--- src/rtl/AMITypes.sv ---
// Shared AMI memory-port request type plus the tuning constants for the DNN2AMI
// request mux.
package AMITypes;

    typedef struct packed {
        logic         valid;
        logic         isWrite;
        logic [63:0]  addr;
        logic [511:0] data;
        logic [63:0]  size;
    } AMIRequest;

    localparam int DNN2AMI_MUX_MAX_RD_OUT = 16;
    localparam int DNN2AMI_MUX_WR_WEIGHT  = 4;

endpackage

--- src/rtl/ami_req_q2.sv ---
// Two-entry register FIFO of AMIRequest. The head is always visible, and the
// count is registered so that callers can derive "space" without seeing the pop.
module ami_req_q2
    import AMITypes::*;
(
    input  logic      clk,
    input  logic      rst,
    input  logic      push,
    input  AMIRequest push_req,
    input  logic      pop,
    output AMIRequest head,
    output logic [1:0] count
);

    logic       wr_ptr_reg;
    logic       rd_ptr_reg;
    logic [1:0] count_reg;
    logic       pop_ok;
    logic       push_ok;

    // A push into a full queue is accepted only when the head leaves in the same cycle.
    assign pop_ok  = pop && (count_reg != 2'd0);
    assign push_ok = push && ((count_reg != 2'd2) || pop_ok);

    genvar gi;
    generate
        for (gi = 0; gi < 2; gi++) begin : gen_entry
            AMIRequest entry_reg;
            always_ff @(posedge clk) begin
                if (rst) begin
                    entry_reg <= '0;
                end else if (push_ok && (wr_ptr_reg == 1'(gi))) begin
                    entry_reg <= push_req;
                end
            end
        end
    endgenerate

    always_ff @(posedge clk) begin
        if (rst) begin
            wr_ptr_reg <= 1'b0;
            rd_ptr_reg <= 1'b0;
            count_reg  <= 2'd0;
        end else begin
            if (push_ok) begin
                wr_ptr_reg <= ~wr_ptr_reg;
            end
            if (pop_ok) begin
                rd_ptr_reg <= ~rd_ptr_reg;
            end
            case ({push_ok, pop_ok})
                2'b10:   count_reg <= count_reg + 2'd1;
                2'b01:   count_reg <= count_reg - 2'd1;
                default: count_reg <= count_reg;
            endcase
        end
    end

    assign head  = rd_ptr_reg ? gen_entry[1].entry_reg : gen_entry[0].entry_reg;
    assign count = count_reg;

endmodule

--- src/rtl/dnn2ami_req_mux.sv ---
// Merges the DNN2AMI read and write request streams onto one AMI port using a
// weighted round-robin with read-credit throttling and a 2-entry output queue.
module dnn2ami_req_mux
    import AMITypes::*;
#(
    parameter int MAX_RD_OUTSTANDING = DNN2AMI_MUX_MAX_RD_OUT,
    parameter int WR_WEIGHT          = DNN2AMI_MUX_WR_WEIGHT,
    parameter int CNT_W              = $clog2(MAX_RD_OUTSTANDING + 1)
) (
    input  logic             clk,
    input  logic             rst,
    input  logic             rd_reqValid,
    input  AMIRequest        rd_req,
    output logic             rd_grant,
    input  logic             wr_reqValid,
    input  AMIRequest        wr_req,
    output logic             wr_grant,
    input  logic             rd_resp_accept,
    output logic             reqValid,
    output AMIRequest        reqOut,
    input  logic             reqOut_grant,
    output logic [CNT_W-1:0] rd_outstanding,
    output logic             err_credit_underflow
);

    localparam int RUN_W = $clog2(WR_WEIGHT + 1);
    localparam logic [CNT_W-1:0] MAX_CNT = CNT_W'(MAX_RD_OUTSTANDING);
    localparam logic [RUN_W-1:0] RUN_MAX = RUN_W'(WR_WEIGHT);
    localparam logic [0:0] LAST_RD = 1'b0;
    localparam logic [0:0] LAST_WR = 1'b1;

    logic [1:0]       q_count;
    logic             space;
    logic             rd_elig;
    logic             wr_elig;
    logic             grant_rd;
    logic             grant_wr;
    logic             pop;
    AMIRequest        push_req;
    logic [0:0]       last_reg;
    logic [RUN_W-1:0] wr_run_reg;
    logic [CNT_W-1:0] rd_cnt_reg;
    logic             err_reg;

    // Eligibility uses only registered state, so reqOut_grant never reaches the grants.
    assign space   = (q_count < 2'd2);
    assign rd_elig = rd_reqValid && space && (rd_cnt_reg < MAX_CNT);
    assign wr_elig = wr_reqValid && space;

    always_comb begin
        grant_rd = 1'b0;
        grant_wr = 1'b0;
        if (!rst) begin
            if (rd_elig && wr_elig) begin
                if ((last_reg == LAST_RD) || (wr_run_reg < RUN_MAX)) begin
                    grant_wr = 1'b1;
                end else begin
                    grant_rd = 1'b1;
                end
            end else begin
                grant_rd = rd_elig;
                grant_wr = wr_elig;
            end
        end
    end

    always_comb begin
        push_req       = grant_wr ? wr_req : rd_req;
        push_req.valid = 1'b1;
    end

    assign pop = reqValid && reqOut_grant;

    ami_req_q2 u_q (
        .clk      (clk),
        .rst      (rst),
        .push     (grant_rd || grant_wr),
        .push_req (push_req),
        .pop      (pop),
        .head     (reqOut),
        .count    (q_count)
    );

    always_ff @(posedge clk) begin
        if (rst) begin
            last_reg   <= LAST_RD;
            wr_run_reg <= '0;
        end else if (grant_wr) begin
            last_reg <= LAST_WR;
            if (wr_run_reg != RUN_MAX) begin
                wr_run_reg <= wr_run_reg + 1'b1;
            end
        end else if (grant_rd) begin
            last_reg   <= LAST_RD;
            wr_run_reg <= '0;
        end
    end

    // A response arriving with no reads outstanding is dropped and flagged until reset.
    always_ff @(posedge clk) begin
        if (rst) begin
            rd_cnt_reg <= '0;
            err_reg    <= 1'b0;
        end else begin
            case ({grant_rd, rd_resp_accept})
                2'b10: rd_cnt_reg <= rd_cnt_reg + 1'b1;
                2'b01: begin
                    if (rd_cnt_reg == '0) begin
                        err_reg <= 1'b1;
                    end else begin
                        rd_cnt_reg <= rd_cnt_reg - 1'b1;
                    end
                end
                default: rd_cnt_reg <= rd_cnt_reg;
            endcase
        end
    end

    assign rd_grant             = grant_rd;
    assign wr_grant             = grant_wr;
    assign reqValid             = (q_count != 2'd0);
    assign rd_outstanding       = rd_cnt_reg;
    assign err_credit_underflow = err_reg;

endmodule

--- config.mk ---
export PLATFORM = sky130hd
export DESIGN_NAME = dnn2ami_req_mux
export DESIGN_NICKNAME = d
export VERILOG_FILES = /design/src/rtl/AMITypes.sv /design/src/rtl/ami_req_q2.sv /design/src/rtl/dnn2ami_req_mux.sv
export SDC_FILE = /design/constraint.sdc
export NUM_CORES = 2
export LEC_CHECK = 0
export CORE_AREA = 2 2 762 764
export DETAILED_ROUTE_END_ITERATION = 6
export DIE_AREA = 0 0 764 766
export PLACE_DENSITY_LB_ADDON = 0.12
export SYNTH_ARGS = -nofsm -noshare
export SYNTH_HDL_FRONTEND = slang
export SYNTH_HIERARCHICAL = 1
export SYNTH_SLANG_ARGS = --single-unit
export TNS_END_PERCENT = 20
--- constraint.sdc ---
create_clock -name clk -period 4.1 [get_ports clk]
set_input_delay 0.615 -clock clk [delete_from_list [all_inputs] [get_ports clk]]
set_output_delay 0.615 -clock clk [all_outputs]
set_load 0.01 [all_outputs]
==> impl_metrics.py <==
metrics = {
    "run_status": {
        "outcome": "completed",
    },
    "synthesis": {
        "ys_ff_latch": 1298,
        "synth_ff_type": "dfxtp_1",
        "synthArstFlopShare_pct": 0,
        "synthTopCellsByArea": "dfxtp_1, mux2i_1, nand2b_1",
        "synth_edf_count": 0,
        "yosys.area.top_type_share_pct": 37.4,
        "synth-seq-area-share_pct": 37.4,
        "synth_common_cells": "nand2b_1, dfxtp_1, mux2i_1",
        "syn_area_sq_mm": 0.0695,
        "synth_nets": 7675,
        "yosysTopAreaCell": "dfxtp_1",
        "synth_cells": 6379,
        "synth.avg_cell_area_sq_um": 10.9,
        "yosys.cell_count.top_type": "nand2b_1",
        "yosysWarnings": 6,
        "synth.distinct_cells": 49,
    },
    "final_layout": {
        "final_util_pct": 18.1,
        "largest_register_ff_count": 1284,
        "synthToLayoutAreaGrowth_pct": 49.9,
        "drive_gt1_share_pct": 13.4,
        "fin_nets": 9486,
    },
    "detailed_routing": {
        "via_count": 55400,
        "drt_iter0_drc": 2147,
        "ant_nets": 0,
        "viasPerCell": 3.40,
        "drt-total-wl_um": 443000,
        "wire_per_inst_um": 27.1,
        "drt-pass1-iter-count": 5,
        "post-route-drc-count": 0,
    },
    "critical_path": {
        "cpPeakStageDelay_ns": 0.67,
        "crit_path_frequent_cell": "buf_12",
        "crit_fanout": 69,
        "rrSetupSlack_ns": 1.00,
        "required_ns": 3.48,
        "reg2reg_depth": 9,
        "timing.rr.start": "u_q/count[1]",
        "crit_path_top_delay_cell": "clkdlybuf4s50_1",
        "path_buf_inv": 4,
        "cp-start-kind": "flop",
        "endpoint_kind": "primary output",
        "critPathTopFamily": "buffers and inverters",
        "worstSetupPathType": "reg -> out",
        "arrival_ns": 3.21,
        "r2r-end": "u_q/gen_entry[0].entry_reg[338]",
        "worstPathCellList": "buf_12 > buf_4 > buf_12 > mux2_2 > clkdlybuf4s50_1",
    },
    "clocking": {
        "clk_pin_slew_ns": 0.05,
        "cts_made_buffers": 187,
        "cts_max_path_buffers": 4,
        "clock-sinks": 1298,
        "h-tree-depth": 4,
        "clock_latency_ns": 0.90,
        "root_buffer": "clkbuf_16",
        "cts_hold_buf": 0,
        "cts_tree": "yes",
    },
    "sta": {
        "timing.final.crit_share_pct": 93.4,
        "setup_violations": 0,
        "fin_skew_ns": 0.0544,
        "finalHoldViolations": 0,
        "min_period_ns": 3.83,
        "rsz0062_at_grt": "false",
        "worstMarginPinSlew_ns": 1.15,
        "worst_slack_ns": 0.271,
        "fin_setup_tns_ns": 0,
        "fmax_mhz": 261,
        "drv_slew": 0,
        "timing.slew.headroom_pct": 23.2,
    },
    "global_route": {
        "grt_use_total_pct": 14.5,
        "grt_pass1_vias": 58600,
        "antenna_found_initial": 407,
        "overflow": 0,
        "grt_pass1_wl_um": 571000,
        "grt_max_degree": 260,
    },
    "placed_design": {
        "hpwl_um": 359000,
        "port-buffer-count": 1938,
        "detailedPlace.worstSlack_ns": 0.302,
        "gp_congestion": 0.997,
    },
    "power_and_ir_drop": {
        "ir_worst_vdd_mv": 0.320,
        "power_density_mw_per_mm2": 384,
        "p_leak_nw": 39.9,
    },
    "worst_hold_path": {
        "min_from": "rst",
        "hold_depth": 4,
        "hold-path-endpoint": "u_q/gen_entry[0].entry_reg[178]",
        "hold_class": "in -> reg",
    },
    "floorplanning": {
        "die_area_sq_mm": 0.585,
        "core-area_sq_mm": 0.576,
        "rows": 279,
        "pin_count": 1941,
        "fp.dieH_um": 766,
        "start_util_pct": 12.1,
        "dieWidth_um": 764,
    },
    "flow_run": {
        "maxCapViolCount": 0,
    },
}
-- how the worst max path moves through the flow --
stage / startpoint / to / slack, ns / cells after the start
floorplan: rst / u_q/gen_entry[0].entry_reg[527] / 1.30 / 9
global placement: rd_reqValid / u_q/gen_entry[0].entry_reg[309] / 0.29 / 9
detailed placement: rd_reqValid / u_q/gen_entry[0].entry_reg[345] / 0.30 / 10
CTS: u_q/rd_ptr_reg / reqOut[299] / 0.14 / 6
global route: u_q/rd_ptr_reg / reqOut[3] / 0.13 / 6
finish: u_q/rd_ptr_reg / reqOut[212] / 0.27 / 5
-- report_power, final --
part           switching (mW)  leakage [nW]  total (mW)  internal, mW
Combinational            4.64          26.4        9.34          4.70
Sequential              0.468          10.6        14.0          13.6
Clock                    6.82          2.98        16.6          9.80
Total                    11.9          39.9        40.0          28.1
-- worst min-delay path, delay by kind of cell --
kind	cells	cell delay [ns]
AND/OR/NAND/NOR	1	0.10
buffers and inverters	2	0.42
multiplexers	1	0.05
-- metrics by stage --
step / hold slack [ns] / instances / instance area, sq um / power, mW
CTS: 0.258 / 16100 / 104000 / 41.2
finish: 0.380 / 16300 / 104000 / 40.0
detailed placement: 0.458 / 15700 / 97400 / 23.8
global route: 0.312 / 16300 / 104000 / 42.0
floorplan: 0.443 / 6379 / 69500 / 18.6
global placement: 0.455 / 15700 / 97400 / 23.7
-- cell families (layout without fill, tap and decap cells) --
group,after synthesis,count (layout),share of synthesized area (%)
buf+inv,507,2459,5.13
other cells,1,269,0.00539
simple gates,1967,1967,17.7
flops,1298,1298,37.4
mux,2573,2573,39.4
xor+xnor,3,3,0.0378
fa+ha+maj,6,6,0.119
compound gates,24,24,0.254
-- area by class of cell --
cell class,count,area [sq um]
Tap cell,7727,9670
Sequential cell,1298,26000
Clock buffer,295,5580
Clock inverter,35,509
Fill cell,63300,472000
Multi-Input combinational cell,4574,40000
Timing Repair Buffer,2125,21800
Inverter,4,15.0
Antenna cell,268,671
-- timing repair --
item | in CTS | in global routing
endpoints found under the setup margin | 80 | 0
gates resized for setup | 0 | 0
endpoints found under the hold margin | 0 | 0
setup buffers | 6 | 0
-- metal layers --
metal  up-vias  global-route usage, %  part of all wire, %
met1     26700                   15.7                   38
met5         -                      0                 0.40
met4       274                   4.47                  3.2
met3       857                   7.30                   11
li1      25600                      -                    -
met2      1968                   24.5                   47
-- placed cells by master (no fill, tap or decap), types with 2 or more instances in the layout --
| cell type | Yosys | final |
|---|---|---|
| mux2i_1 | 1287 | 1287 |
| clkinv_2 | 0 | 16 |
| nor2_1 | 5 | 5 |
| nand2b_1 | 1930 | 1930 |
| inv_1 | 3 | 3 |
| nor3_2 | 1 | 3 |
| a211oi_1 | 2 | 2 |
| a21oi_1 | 9 | 9 |
| nand3_1 | 5 | 5 |
| mux2_2 | 642 | 642 |
| nand2_1 | 3 | 3 |
| and4b_1 | 2 | 2 |
| inv_16 | 0 | 2 |
| clkbuf_8 | 0 | 41 |
| clkbuf_1 | 224 | 63 |
| nor2b_1 | 5 | 5 |
| xor2_1 | 2 | 2 |
| clkdlybuf4s50_1 | 0 | 1937 |
| buf_4 | 122 | 110 |
| inv_6 | 0 | 3 |
| o21ai_0 | 3 | 3 |
| bufinv_16 | 0 | 8 |
| mux2_4 | 2 | 2 |
| and2_1 | 2 | 2 |
| diode_2 | 0 | 268 |
| clkbuf_16 | 0 | 191 |
| a211o_1 | 2 | 2 |
| dfxtp_1 | 1298 | 1297 |
| nor3_1 | 4 | 2 |
| clkinv_16 | 0 | 3 |
| mux2_1 | 642 | 642 |
| buf_12 | 66 | 77 |
| ha_1 | 5 | 5 |
No activity file was read; power rests on OpenSTA's default activity.
